### src/rtl/adc_ser_rcvr_pkg.sv
// Shared frame format and FSM encodings for the ADC serial-config bus.
package adc_ser_rcvr_pkg;

  localparam int NCS_DEF   = 12;
  localparam int NBITS_DEF = 24;
  localparam int AW_DEF    = 5;

  // Frame layout: 8-bit address followed by 16-bit data, MSB first.
  localparam int FRAME_W  = 24;
  localparam int ADDR_MSB = 23;
  localparam int ADDR_LSB = 16;
  localparam int DATA_MSB = 15;
  localparam int DATA_LSB = 0;
  localparam int CNT_W    = 5;

  typedef enum logic [1:0] {
    ST_IDLE  = 2'd0,
    ST_SHIFT = 2'd1,
    ST_DONE  = 2'd2
  } state_e;

endpackage

### src/rtl/sig_sync_edge.sv
// Two-flop synchroniser plus history flop; reports level and edges of the
// synchronised signal. All bits share the same delay so buses stay aligned.
module sig_sync_edge #(
  parameter int             W       = 1,
  parameter logic [W-1:0]   RST_VAL = '0
) (
  input  logic         clk,
  input  logic         rst_n,
  input  logic [W-1:0] din,
  output logic [W-1:0] sync,
  output logic [W-1:0] rise,
  output logic [W-1:0] fall
);

  logic [W-1:0] s1_q, s2_q, s3_q;

  // Synchroniser chain and history stage.
  always_ff @(posedge clk or negedge rst_n) begin
    if (!rst_n) begin
      s1_q <= RST_VAL;
      s2_q <= RST_VAL;
      s3_q <= RST_VAL;
    end else begin
      // NOTE: non-blocking so each stage takes the previous stage's old value.
      s1_q <= din;
      s2_q <= s1_q;
      s3_q <= s2_q;
    end
  end

  assign sync = s2_q;
  assign rise = s2_q & ~s3_q;
  assign fall = ~s2_q & s3_q;

endmodule

### src/rtl/adc_ser_rcvr.sv
// Serial-config responder: oversamples CS/SCLK/SDATA, decodes 24-bit frames,
// keeps a shadow register file and reports each frame as good or bad.
module adc_ser_rcvr
  import adc_ser_rcvr_pkg::*;
#(
  parameter int NCS   = NCS_DEF,
  parameter int NBITS = NBITS_DEF,
  parameter int AW    = AW_DEF
) (
  input  logic             CLK,
  input  logic             RST,
  input  logic [NCS-1:0]   CS,
  input  logic             SCLK,
  input  logic             SDATA,
  input  logic [AW-1:0]    RD_ADDR,
  output logic [15:0]      RD_DATA,
  output logic             RX_VALID,
  output logic             RX_ERR,
  output logic [7:0]       RX_ADDR,
  output logic [15:0]      RX_DATA,
  output logic [NCS-1:0]   RX_CSMASK,
  output logic             BUSY,
  output logic [15:0]      FRAME_CNT,
  output logic [7:0]       ERR_CNT
);

  localparam int SW = NCS + 2;

  // Synchronised inputs, packed as {CS, SCLK, SDATA}. Idle CS resets high so
  // reset release does not look like a frame start.
  logic [SW-1:0] sync_s2, rise_vec, fall_unused, sig_unused;
  logic [NCS-1:0] cs_s2;
  logic           sdata_s2, sclk_rise, cs_any;

  sig_sync_edge #(
    .W       (SW),
    .RST_VAL ({{NCS{1'b1}}, 2'b00})
  ) u_sync (
    .clk   (CLK),
    .rst_n (RST),
    .din   ({CS, SCLK, SDATA}),
    .sync  (sync_s2),
    .rise  (rise_vec),
    .fall  (fall_unused)
  );

  assign cs_s2      = sync_s2[SW-1:2];
  assign sdata_s2   = sync_s2[0];
  assign sclk_rise  = rise_vec[1];
  assign cs_any     = ~&cs_s2;
  assign sig_unused = {sync_s2[1], rise_vec[SW-1:2], rise_vec[0]};

  state_e               state_q, state_d;
  logic [FRAME_W-1:0]   shift_q, shift_d;
  logic [CNT_W-1:0]     cnt_q, cnt_d;
  logic                 mismatch_q, mismatch_d;
  logic [NCS-1:0]       csmask_q, csmask_d;
  logic                 busy_q, busy_d;
  logic                 rx_valid_q, rx_valid_d;
  logic                 rx_err_q, rx_err_d;
  logic [7:0]           rx_addr_q, rx_addr_d;
  logic [15:0]          rx_data_q, rx_data_d;
  logic [15:0]          frame_cnt_q, frame_cnt_d;
  logic [7:0]           err_cnt_q, err_cnt_d;
  logic                 wr_en;
  logic                 good;
  logic [AW-1:0]        wr_idx;
  logic [15:0]          shadow_q [2**AW];
  logic [15:0]          rd_data_q;

  assign wr_idx = shift_q[ADDR_LSB +: AW];

  // Next-state and frame decode for the IDLE -> SHIFT -> DONE sequence.
  always_comb begin
    // NOTE: every variable gets a default first so no path infers a latch.
    state_d     = state_q;
    shift_d     = shift_q;
    cnt_d       = cnt_q;
    mismatch_d  = mismatch_q;
    csmask_d    = csmask_q;
    busy_d      = busy_q;
    rx_valid_d  = 1'b0;
    rx_err_d    = 1'b0;
    rx_addr_d   = rx_addr_q;
    rx_data_d   = rx_data_q;
    frame_cnt_d = frame_cnt_q;
    err_cnt_d   = err_cnt_q;
    wr_en       = 1'b0;
    good        = (cnt_q == CNT_W'(NBITS)) && !mismatch_q;

    unique case (state_q)
      ST_IDLE: begin
        if (cs_any) begin
          csmask_d   = ~cs_s2;
          shift_d    = '0;
          cnt_d      = '0;
          mismatch_d = 1'b0;
          busy_d     = 1'b1;
          state_d    = ST_SHIFT;
        end
      end
      ST_SHIFT: begin
        // A final SCLK edge arriving with CS release is still captured.
        if (sclk_rise) begin
          shift_d = {shift_q[FRAME_W-2:0], sdata_s2};
          if (cnt_q != '1) cnt_d = cnt_q + CNT_W'(1);
        end
        if (cs_any && ((~cs_s2) != csmask_q)) mismatch_d = 1'b1;
        if (!cs_any) state_d = ST_DONE;
      end
      ST_DONE: begin
        rx_addr_d = shift_q[ADDR_MSB:ADDR_LSB];
        rx_data_d = shift_q[DATA_MSB:DATA_LSB];
        busy_d    = 1'b0;
        state_d   = ST_IDLE;
        if (good) begin
          rx_valid_d  = 1'b1;
          frame_cnt_d = frame_cnt_q + 16'd1;
          wr_en       = ((shift_q[ADDR_MSB:ADDR_LSB] >> AW) == 8'd0);
        end else begin
          rx_err_d = 1'b1;
          if (err_cnt_q != 8'hFF) err_cnt_d = err_cnt_q + 8'd1;
        end
      end
      default: state_d = ST_IDLE;
    endcase
  end

  // FSM, shifter and reporting registers.
  always_ff @(posedge CLK or negedge RST) begin
    if (!RST) begin
      state_q     <= ST_IDLE;
      shift_q     <= '0;
      cnt_q       <= '0;
      mismatch_q  <= 1'b0;
      csmask_q    <= '0;
      busy_q      <= 1'b0;
      rx_valid_q  <= 1'b0;
      rx_err_q    <= 1'b0;
      rx_addr_q   <= '0;
      rx_data_q   <= '0;
      frame_cnt_q <= '0;
      err_cnt_q   <= '0;
    end else begin
      state_q     <= state_d;
      shift_q     <= shift_d;
      cnt_q       <= cnt_d;
      mismatch_q  <= mismatch_d;
      csmask_q    <= csmask_d;
      busy_q      <= busy_d;
      rx_valid_q  <= rx_valid_d;
      rx_err_q    <= rx_err_d;
      rx_addr_q   <= rx_addr_d;
      rx_data_q   <= rx_data_d;
      frame_cnt_q <= frame_cnt_d;
      err_cnt_q   <= err_cnt_d;
    end
  end

  // Shadow register file, written only from DONE, plus registered read port.
  always_ff @(posedge CLK or negedge RST) begin
    if (!RST) begin
      // NOTE: the shadow file is flops, so it can and must clear on reset.
      for (int i = 0; i < 2**AW; i++) shadow_q[i] <= '0;
      rd_data_q <= '0;
    end else begin
      if (wr_en) shadow_q[wr_idx] <= shift_q[DATA_MSB:DATA_LSB];
      rd_data_q <= shadow_q[RD_ADDR];
    end
  end

  assign RD_DATA   = rd_data_q;
  assign RX_VALID  = rx_valid_q;
  assign RX_ERR    = rx_err_q;
  assign RX_ADDR   = rx_addr_q;
  assign RX_DATA   = rx_data_q;
  assign RX_CSMASK = csmask_q;
  assign BUSY      = busy_q;
  assign FRAME_CNT = frame_cnt_q;
  assign ERR_CNT   = err_cnt_q;

endmodule
### config.mk
export PLATFORM = sky130hd
export DESIGN_NAME = adc_ser_rcvr
export DESIGN_NICKNAME = d
export VERILOG_FILES = /design/src/rtl/adc_ser_rcvr_pkg.sv /design/src/rtl/sig_sync_edge.sv /design/src/rtl/adc_ser_rcvr.sv
export SDC_FILE = /design/constraint.sdc
export NUM_CORES = 1
export LEC_CHECK = 0
export ABC_CLOCK_PERIOD_IN_PS = 2700
export CORE_MARGIN = 8
export CORE_UTILIZATION = 31
export DETAILED_ROUTE_END_ITERATION = 8
export PLACE_DENSITY = 0.56
export SETUP_SLACK_MARGIN = 0.4
export SYNTH_ARGS = -nofsm -noshare
export SYNTH_HDL_FRONTEND = slang
export SYNTH_HIERARCHICAL = 1
export SYNTH_SLANG_ARGS = --single-unit
### constraint.sdc
create_clock -name CLK -period 2.7 [get_ports CLK]
set_clock_uncertainty 0.05 [all_clocks]
set_input_delay 0.81 -clock CLK [delete_from_list [all_inputs] [get_ports CLK]]
set_output_delay 0.81 -clock CLK [all_outputs]
set_load 0.05 [all_outputs]
==> impl_summary.log, run 1 <==
[metrics] clock buffer count from CTS: 73
[metrics] DP Wirelength: 52.3 mm
[metrics] fillcell total: 8644
[metrics] Register-to-Register Path Depth: 10
[metrics] cell seen most often among critical-path stages: buf_4
[metrics] Worst Setup Slack post-DPL: -0.251 ns
[metrics] CP Capture Type: register
[metrics] clock sink count: 652
[metrics] vias in the first global route: 19400
[metrics] detailed-route wire length per cell: 22.9 um
[metrics] CP Cell Sequence: inv_2 > ha_2 > nand4b_1 > buf_4 > nor2_4 > and4b_4 > buf_4 > nand2_8 > buf_12 > mux2_2
[metrics] post-synthesis instance total: 2075
[metrics] Via-to-Cell Ratio: 5.16
[metrics] CP Depth: 10
[metrics] result of the run: finished, final reports clean
[metrics] final number of hold-violating endpoints: 0
[metrics] maximum clock frequency: 435 MHz
[metrics] Hold Buf Count CTS: 0
[metrics] static power due to leakage: 17.4 nW
[metrics] Worst Path Class, Setup: reg2reg
[metrics] critical path's largest stage delay: 0.41 ns
[metrics] number of endpoints failing setup at the final stage: 0
[metrics] Die Width: 320 um
[metrics] clock tree root driver cell: clkbuf_16
[metrics] antenna diode instance count: 0
[metrics] worst setup slack after layout: 0.402 ns
[metrics] type of origin of the critical path: register
[metrics] Worst IR Drop VDD: 0.473 mV
[metrics] count of synthesis-stage warnings from yosys: 6
[metrics] final-report max-slew violation count: 0
[metrics] Worst-Margin Slew: 1.35 ns
[metrics] clock tree from TritonCTS: yes
[metrics] area of the multi-input gates: 11800 um^2
[metrics] Max-Cap Viols: 0
[metrics] layout net count: 2279
[metrics] Port Buffers: 99
[metrics] fraction of final layout cells with drive strength greater than 1: 0.412
[metrics] row count: 111
[metrics] cell at the slowest stage of the critical path: dfrtp_1
[metrics] CTS H-Tree Depth: 3
[metrics] Tightest Hold Check Type: in2async
[metrics] required time reported for the critical path endpoint: 3.13 ns
[metrics] clock-pin slew reported for the worst setup and hold paths after clock tree synthesis: 0.06 ns
[metrics] pin count of the biggest net entering global routing: 109
[metrics] number of iterations in the first detailed-routing pass: 5
[metrics] largest driver fanout on the critical path: 8
[metrics] maximum buffer depth of the clock tree: 3
[metrics] number of antenna violations at the first check in global routing: 1
[metrics] GP Congestion: 0.812
[metrics] clock latency on the worst-skew pair: 0.62 ns
[metrics] synthesized netlist net count: 2101
[metrics] DIE AREA: 103000 um^2
[metrics] critical path arrival: 2.73 ns
[metrics] final period utilization: 0.851
[metrics] first-pass GRT wire length: 122 mm
[metrics] tightest slew margin relative to the limit: 0.0985
[metrics] Power per Cell Area: 626 nW/um^2
[metrics] starting density of the core: 0.313
[metrics] violation count after the first detailed-route iteration: 1095
[metrics] per-instance average area after synthesis: 13.8 um^2
[metrics] final antenna-violating net count: 0
[metrics] Final Routed Wirelength: 80.2 mm
[metrics] I/O pins: 100
[metrics] Vert. Die Dim: 320 um
[metrics] overall overflow remaining after global route: 0
[metrics] Register Area: 16300 um^2
[metrics] total via count after detailed routing: 18100
[metrics] Final Power: 0.0219 W
[metrics] synthesis-to-layout area growth: 21.6%
[metrics] remaining design rule violation count: 0
[metrics] total global-route track usage: 0.153
[metrics] core outline area: 91700 um^2
[metrics] mapped cell area: 28700 um^2
[metrics] shortest clock period the worst path allows after layout: 2.30 ns
[metrics] unrepaired setup endpoints after global routing: yes
[metrics] Critical path buffers and inverters: 4
[metrics] top cell family by delay on the critical path: simple AND/OR/NAND/NOR gates
==> per-stage QoR <==
stage / TNS (ns) / std cells / util / cell area [um^2] / hold slack (ns)
after global placement: -1.38 / 3347 / 0.351 / 32200 / 0.293
after global routing: 0 / 3500 / 0.381 / 34900 / 0.0227
after CTS: 0 / 3487 / 0.378 / 34600 / 0.0249
after detailed placement: -1.43 / 3347 / 0.351 / 32200 / 0.285
after floorplan: 0 / 2075 / - / 28700 / 0.281
final: 0 / 3500 / 0.381 / 34900 / 0.0399
==> placed cells by master, fill, tap and decap left out, types with 4 or more instances in the layout <==
| master | count |
|---|---|
| a21oi_1 | 35 |
| a22o_1 | 58 |
| a22oi_1 | 64 |
| a31oi_1 | 16 |
| and3_1 | 9 |
| buf_12 | 46 |
| buf_2 | 39 |
| buf_4 | 117 |
| buf_6 | 7 |
| clkbuf_1 | 21 |
| clkbuf_16 | 77 |
| clkbuf_8 | 18 |
| clkdlybuf4s15_2 | 33 |
| clkdlybuf4s18_2 | 5 |
| clkdlybuf4s50_1 | 17 |
| clkinv_2 | 12 |
| dfrtp_1 | 627 |
| dfstp_2 | 24 |
| ha_1 | 4 |
| inv_1 | 4 |
| mux2_1 | 23 |
| mux2_2 | 500 |
| mux2_4 | 16 |
| mux2i_1 | 256 |
| nand2_1 | 71 |
| nand2_2 | 4 |
| nand2_4 | 4 |
| nand2b_1 | 4 |
| nand3_1 | 36 |
| nand3b_1 | 4 |
| nand4_1 | 24 |
| nor2_1 | 8 |
| nor3_1 | 15 |
| nor3_2 | 4 |
| nor4_1 | 6 |
| o21ai_0 | 13 |
| xnor2_1 | 28 |
| xor2_1 | 6 |
==> flip-flops by register name (all words and copies together) (netlist names), 2 cells and up <==
register     count
shadow_q       512
shift_q         24
FRAME_CNT       16
RD_DATA         16
RX_DATA         16
u_sync/s1_q     14
u_sync/sync     14
RX_CSMASK       12
ERR_CNT          8
RX_ADDR          8
cnt_q            5
state_q          2
==> final cells by class <==
class,instances,share of cell area
clock inverter,23,0.00692
tap,1186,0.0425
clock buffer,113,0.0624
multi-input combinational,1250,0.339
timing repair buffer,271,0.0799
sequential,652,0.468
inverter,5,0.000538
==> timing repair <==
item,CTS,global route
endpoints found under the setup margin,545,393
hold endpoints to repair,0,0
pin swaps,3,3
resized for setup,309,86
gates cloned,0,3
buffers inserted,4,10
==> worst reg2reg max path, delay by kind of cell (launching register included) <==
| family | cells | cell delay [ns] |
|---|---|---|
| buffers and inverters | 4 | 0.61 |
| muxes | 1 | 0.30 |
| adders and majority gates | 1 | 0.15 |
| and+or+nand+nor | 4 | 0.65 |
| DFF | 1 | 0.41 |
==> worst paths after layout <==
| kind | start | to | slack, ns |
|---|---|---|---|
| max | cnt_q[0] | shadow_q[376] | 0.40 |
| min | RST | RX_DATA[15] | 0.04 |
| max reg2reg | cnt_q[0] | shadow_q[376] | 0.40 |
| min reg2reg | u_sync/s1_q[0] | u_sync/sync[0] | 0.30 |
| max in group asynchronous | RST | shadow_q[67] | 1.66 |
| min in group CLK | u_sync/s1_q[0] | u_sync/sync[0] | 0.30 |
==> where the power goes <==
part           switching (W)  internal [W]  total, W
Sequential          0.000294       0.00991    0.0102
Combinational        0.00115      0.000576   0.00172
Clock                0.00406       0.00588   0.00993
Total                0.00550        0.0164    0.0219
==> layer usage <==
layer | track usage | vias to the layer above | part of all wire
li1 | - | 7926 | -
met1 | 0.203 | 9666 | 0.45
met2 | 0.257 | 358 | 0.49
met3 | 0.0255 | 109 | 0.035
met4 | 0.0461 | 0 | 0.023
met5 | 0 | - | 0
Note: power is estimated with default switching activity, not from simulation.
==> run 2, diff against run 1 <==
--- a/config.mk
+++ b/config.mk
@@ -6,11 +6,13 @@
 export NUM_CORES = 1
 export LEC_CHECK = 0
 export ABC_CLOCK_PERIOD_IN_PS = 2700
+export CAP_MARGIN = 20
 export CORE_MARGIN = 8
 export CORE_UTILIZATION = 31
 export DETAILED_ROUTE_END_ITERATION = 8
 export PLACE_DENSITY = 0.56
 export SETUP_SLACK_MARGIN = 0.4
+export SKIP_LAST_GASP = 1
 export SYNTH_ARGS = -nofsm -noshare
 export SYNTH_HDL_FRONTEND = slang
 export SYNTH_HIERARCHICAL = 1
==> impl_summary.log, run 2 (synthesis results as in run 1) <==
[metrics] layout net count: 2274 (-0.22%)
[metrics] synthesis-to-layout area growth: 22.1%
[metrics] CTS H-Tree Depth: 3 (unchanged)
[metrics] overall overflow remaining after global route: 0 (unchanged)
[metrics] Final Routed Wirelength: 80.4 mm (+0.24%)
[metrics] RR Startpoint: cnt_q[1]
[metrics] violation count after the first detailed-route iteration: 1006 (-8.1%)
[metrics] net switching power of the design: 0.00539 W (-1.9%)
[metrics] Power per Cell Area: 620 nW/um^2 (-1.0%)
[metrics] shortest clock period the worst path allows after layout: 2.30 ns (+0.00492 ns)
[metrics] Max-Cap Viols: 0 (unchanged)
[metrics] Worst IR Drop VDD: 0.407 mV (-14%)
[metrics] Final Cell Area: 35000 um^2 (+0.35%)
[metrics] vias in the first global route: 19400 (-0.24%)
[metrics] DIE AREA: 103000 um^2 (unchanged)
[metrics] CP Cell Sequence: clkdlybuf4s50_1 > buf_4 > nor2_4 > buf_12 > a22o_1 > nor3_1 > a31oi_1 > nand3_1
[metrics] final antenna-violating net count: 0 (unchanged)
[metrics] total internal power: 0.0163 W (-0.25%)
[metrics] starting density of the core: 0.313 (unchanged)
[metrics] end of the worst register-to-register path: shadow_q[248]
[metrics] cell at the slowest stage of the critical path: clkdlybuf4s50_1
[metrics] antenna diode instance count: 0 (unchanged)
[metrics] row count: 111 (unchanged)
[metrics] clock sink count: 652 (unchanged)
[metrics] I/O pins: 100 (unchanged)
[metrics] clock tree root driver cell: clkbuf_16
[metrics] Hold Buf Count CTS: 0 (unchanged)
[metrics] post-place instance area: 32200 um^2 (+0.22%)
[metrics] fillcell total: 8654 (+0.12%)
[metrics] Die Width: 320 um (unchanged)
[metrics] pin count of the biggest net entering global routing: 109 (unchanged)
[metrics] Register-to-Register Path Depth: 10 (unchanged)
[metrics] total via count after detailed routing: 18100 (+0.044%)
[metrics] required time reported for the critical path endpoint: 3.19 ns (+0.06 ns)
[metrics] remaining design rule violation count: 0 (unchanged)
[metrics] clock-pin slew reported for the worst setup and hold paths after clock tree synthesis: 0.06 ns (about the same)
[metrics] tightest slew margin relative to the limit: 0.361 (+0.263)
[metrics] number of endpoints failing setup at the final stage: 0 (unchanged)
[metrics] Final Power: 0.0217 W (-0.67%)
[metrics] number of placed instances with taps included: 3350 (+0.090%)
[metrics] Worst-Margin Slew: 0.958 ns (-0.394 ns)
[metrics] static power due to leakage: 17.4 nW (+0.39%)
[metrics] largest driver fanout on the critical path: 26 (+18)
[metrics] worst setup slack after layout: 0.397 ns (-0.00492 ns)
[metrics] unrepaired setup endpoints after global routing: yes
[metrics] total global-route track usage: 0.153 (-0.000639)
[metrics] core outline area: 91700 um^2 (unchanged)
[metrics] final number of hold-violating endpoints: 0 (unchanged)
[metrics] Cell Count, Final, Fillers Out: 3490 (-0.29%)
[metrics] Port Buffers: 99 (unchanged)
[metrics] maximum buffer depth of the clock tree: 3 (unchanged)
[metrics] flip-flop count of the largest register after layout: 512 (unchanged)
[metrics] clock latency on the worst-skew pair: 0.61 ns (about the same)
[metrics] critical path arrival: 2.79 ns (+0.06 ns)
[metrics] Vert. Die Dim: 320 um (unchanged)
[metrics] Top Registers: shadow_q (512), shift_q (24)
[metrics] register-to-register setup slack: 0.44 ns (+0.04 ns)
[metrics] share of power burned in the clock network: 0.448 (-0.006)
[metrics] detailed-route wire length per cell: 23.0 um (+0.53%)
[metrics] portion of total power attributed to combinational logic: 0.085 (+0.006)
[metrics] result of the run: finished, final reports clean
[metrics] number of antenna violations at the first check in global routing: 2 (+1)
[metrics] net switching share of the total power: 0.248 (-0.00321)
[metrics] Sum Neg Setup Slack: 0 ns (unchanged)
[metrics] clock buffer count from CTS: 71 (-2.7%)
[metrics] final-report max-slew violation count: 0 (unchanged)
[metrics] most common library cell in the layout ignoring fill and taps: dfrtp_1
[metrics] largest register by flop count: shadow_q
[metrics] Worst Setup Slack post-DPL: -0.269 ns (-0.0175 ns)
[metrics] final period utilization: 0.853 (+0.00182)
[metrics] type of origin of the critical path: input port
[metrics] Tightest Hold Check Type: in2async
[metrics] critical path's largest stage delay: 0.57 ns (+0.16 ns)
[metrics] maximum clock frequency: 434 MHz (-0.21%)
[metrics] highest-count cells in the layout ignoring fill and taps: dfrtp_1 (628), mux2_2 (485), mux2i_1 (256), buf_4 (106), clkbuf_16 (78)
[metrics] CP Capture Type: register
[metrics] clock tree from TritonCTS: yes
[metrics] GP Congestion: 0.812 (unchanged)
[metrics] DP Wirelength: 52.3 mm (+0.10%)
[metrics] first-pass GRT wire length: 121 mm (-0.56%)
[metrics] Worst Path Class, Setup: in2reg
[metrics] part of the total power dissipated in sequential elements: 0.467 (about the same)
[metrics] Via-to-Cell Ratio: 5.18 (+0.33%)
[metrics] fraction of final layout cells with drive strength greater than 1: 0.415 (+0.00309)
[metrics] number of iterations in the first detailed-routing pass: 5 (unchanged)
-- run 2: cell count changes in the layout (fill, tap and decap cells not counted), moves of 6 or more --
cell and delta:
buf_4 -11, buf_2 -6, mux2_1 -12, mux2_2 -15, clkdlybuf4s15_2 +8, mux2_4 +27
-- run 2: worst max-delay path by stage --
stage | startpoint | to | slack [ns]
after detailed placement | RD_ADDR[0] | RD_DATA[6] | -0.27
after CTS | RD_DATA[0] | RD_DATA[0] | 0.31
final | RD_ADDR[0] | RD_DATA[15] | 0.40
after floorplan | cnt_q[0] | shadow_q[405] | 0.37
after global routing | cnt_q[1] | shadow_q[157] | 0.31
after global placement | RD_ADDR[0] | RD_DATA[6] | -0.22
-- run 2: layout make-up --
| type | count | area [um^2] | area share |
|---|---|---|---|
| sequential | 652 | 16300 | 0.467 |
| tap | 1186 | 1480 | 0.0424 |
| timing repair buffer | 268 | 2900 | 0.0829 |
| multi-input combinational | 1250 | 11900 | 0.341 |
| clock buffer | 110 | 2160 | 0.0615 |
| inverter | 5 | 18.8 | 0.000536 |
| clock inverter | 19 | 190 | 0.00543 |
-- run 2: power groups by stage --
stage	Combinational [W]	Clock, W	Sequential, W
floorplan	0.000784	0	0.0103
global placement	0.00171	0	0.0104
detailed placement	0.00183	0	0.0103
CTS	0.00182	0.0100	0.0102
global route	0.00198	0.0104	0.0102
finish	0.00184	0.00973	0.0101
-- run 2: routing by layer --
metal,vias to the layer above,GRT usage,wire [um]
met2,399,0.256,38700
li1,7912,-,-
met5,-,0,0
met1,9615,0.201,36300
met3,141,0.0232,2870
met4,0,0.0526,2550
-- run 2: what timing repair did --
action                     4_1_cts  5_1_grt
gates cloned                     0        5
setup endpoints to repair      547      425
gates resized for setup        302      100
setup buffers                    4        1
pin swaps                        3        3
-- run 2: stage by stage --
stage	hold WS [ns]	utilization
finish	0.0536	0.382
global route	0.0439	0.382
CTS	0.0267	0.378
detailed placement	0.297	0.352
global placement	0.293	0.351
floorplan	0.281	-
-- run 2: worst max-delay path: cells and delay by family --
family	cells	cell delay, ns
buf+inv	3	0.93
simple gates	3	0.63
compound gates	2	0.39
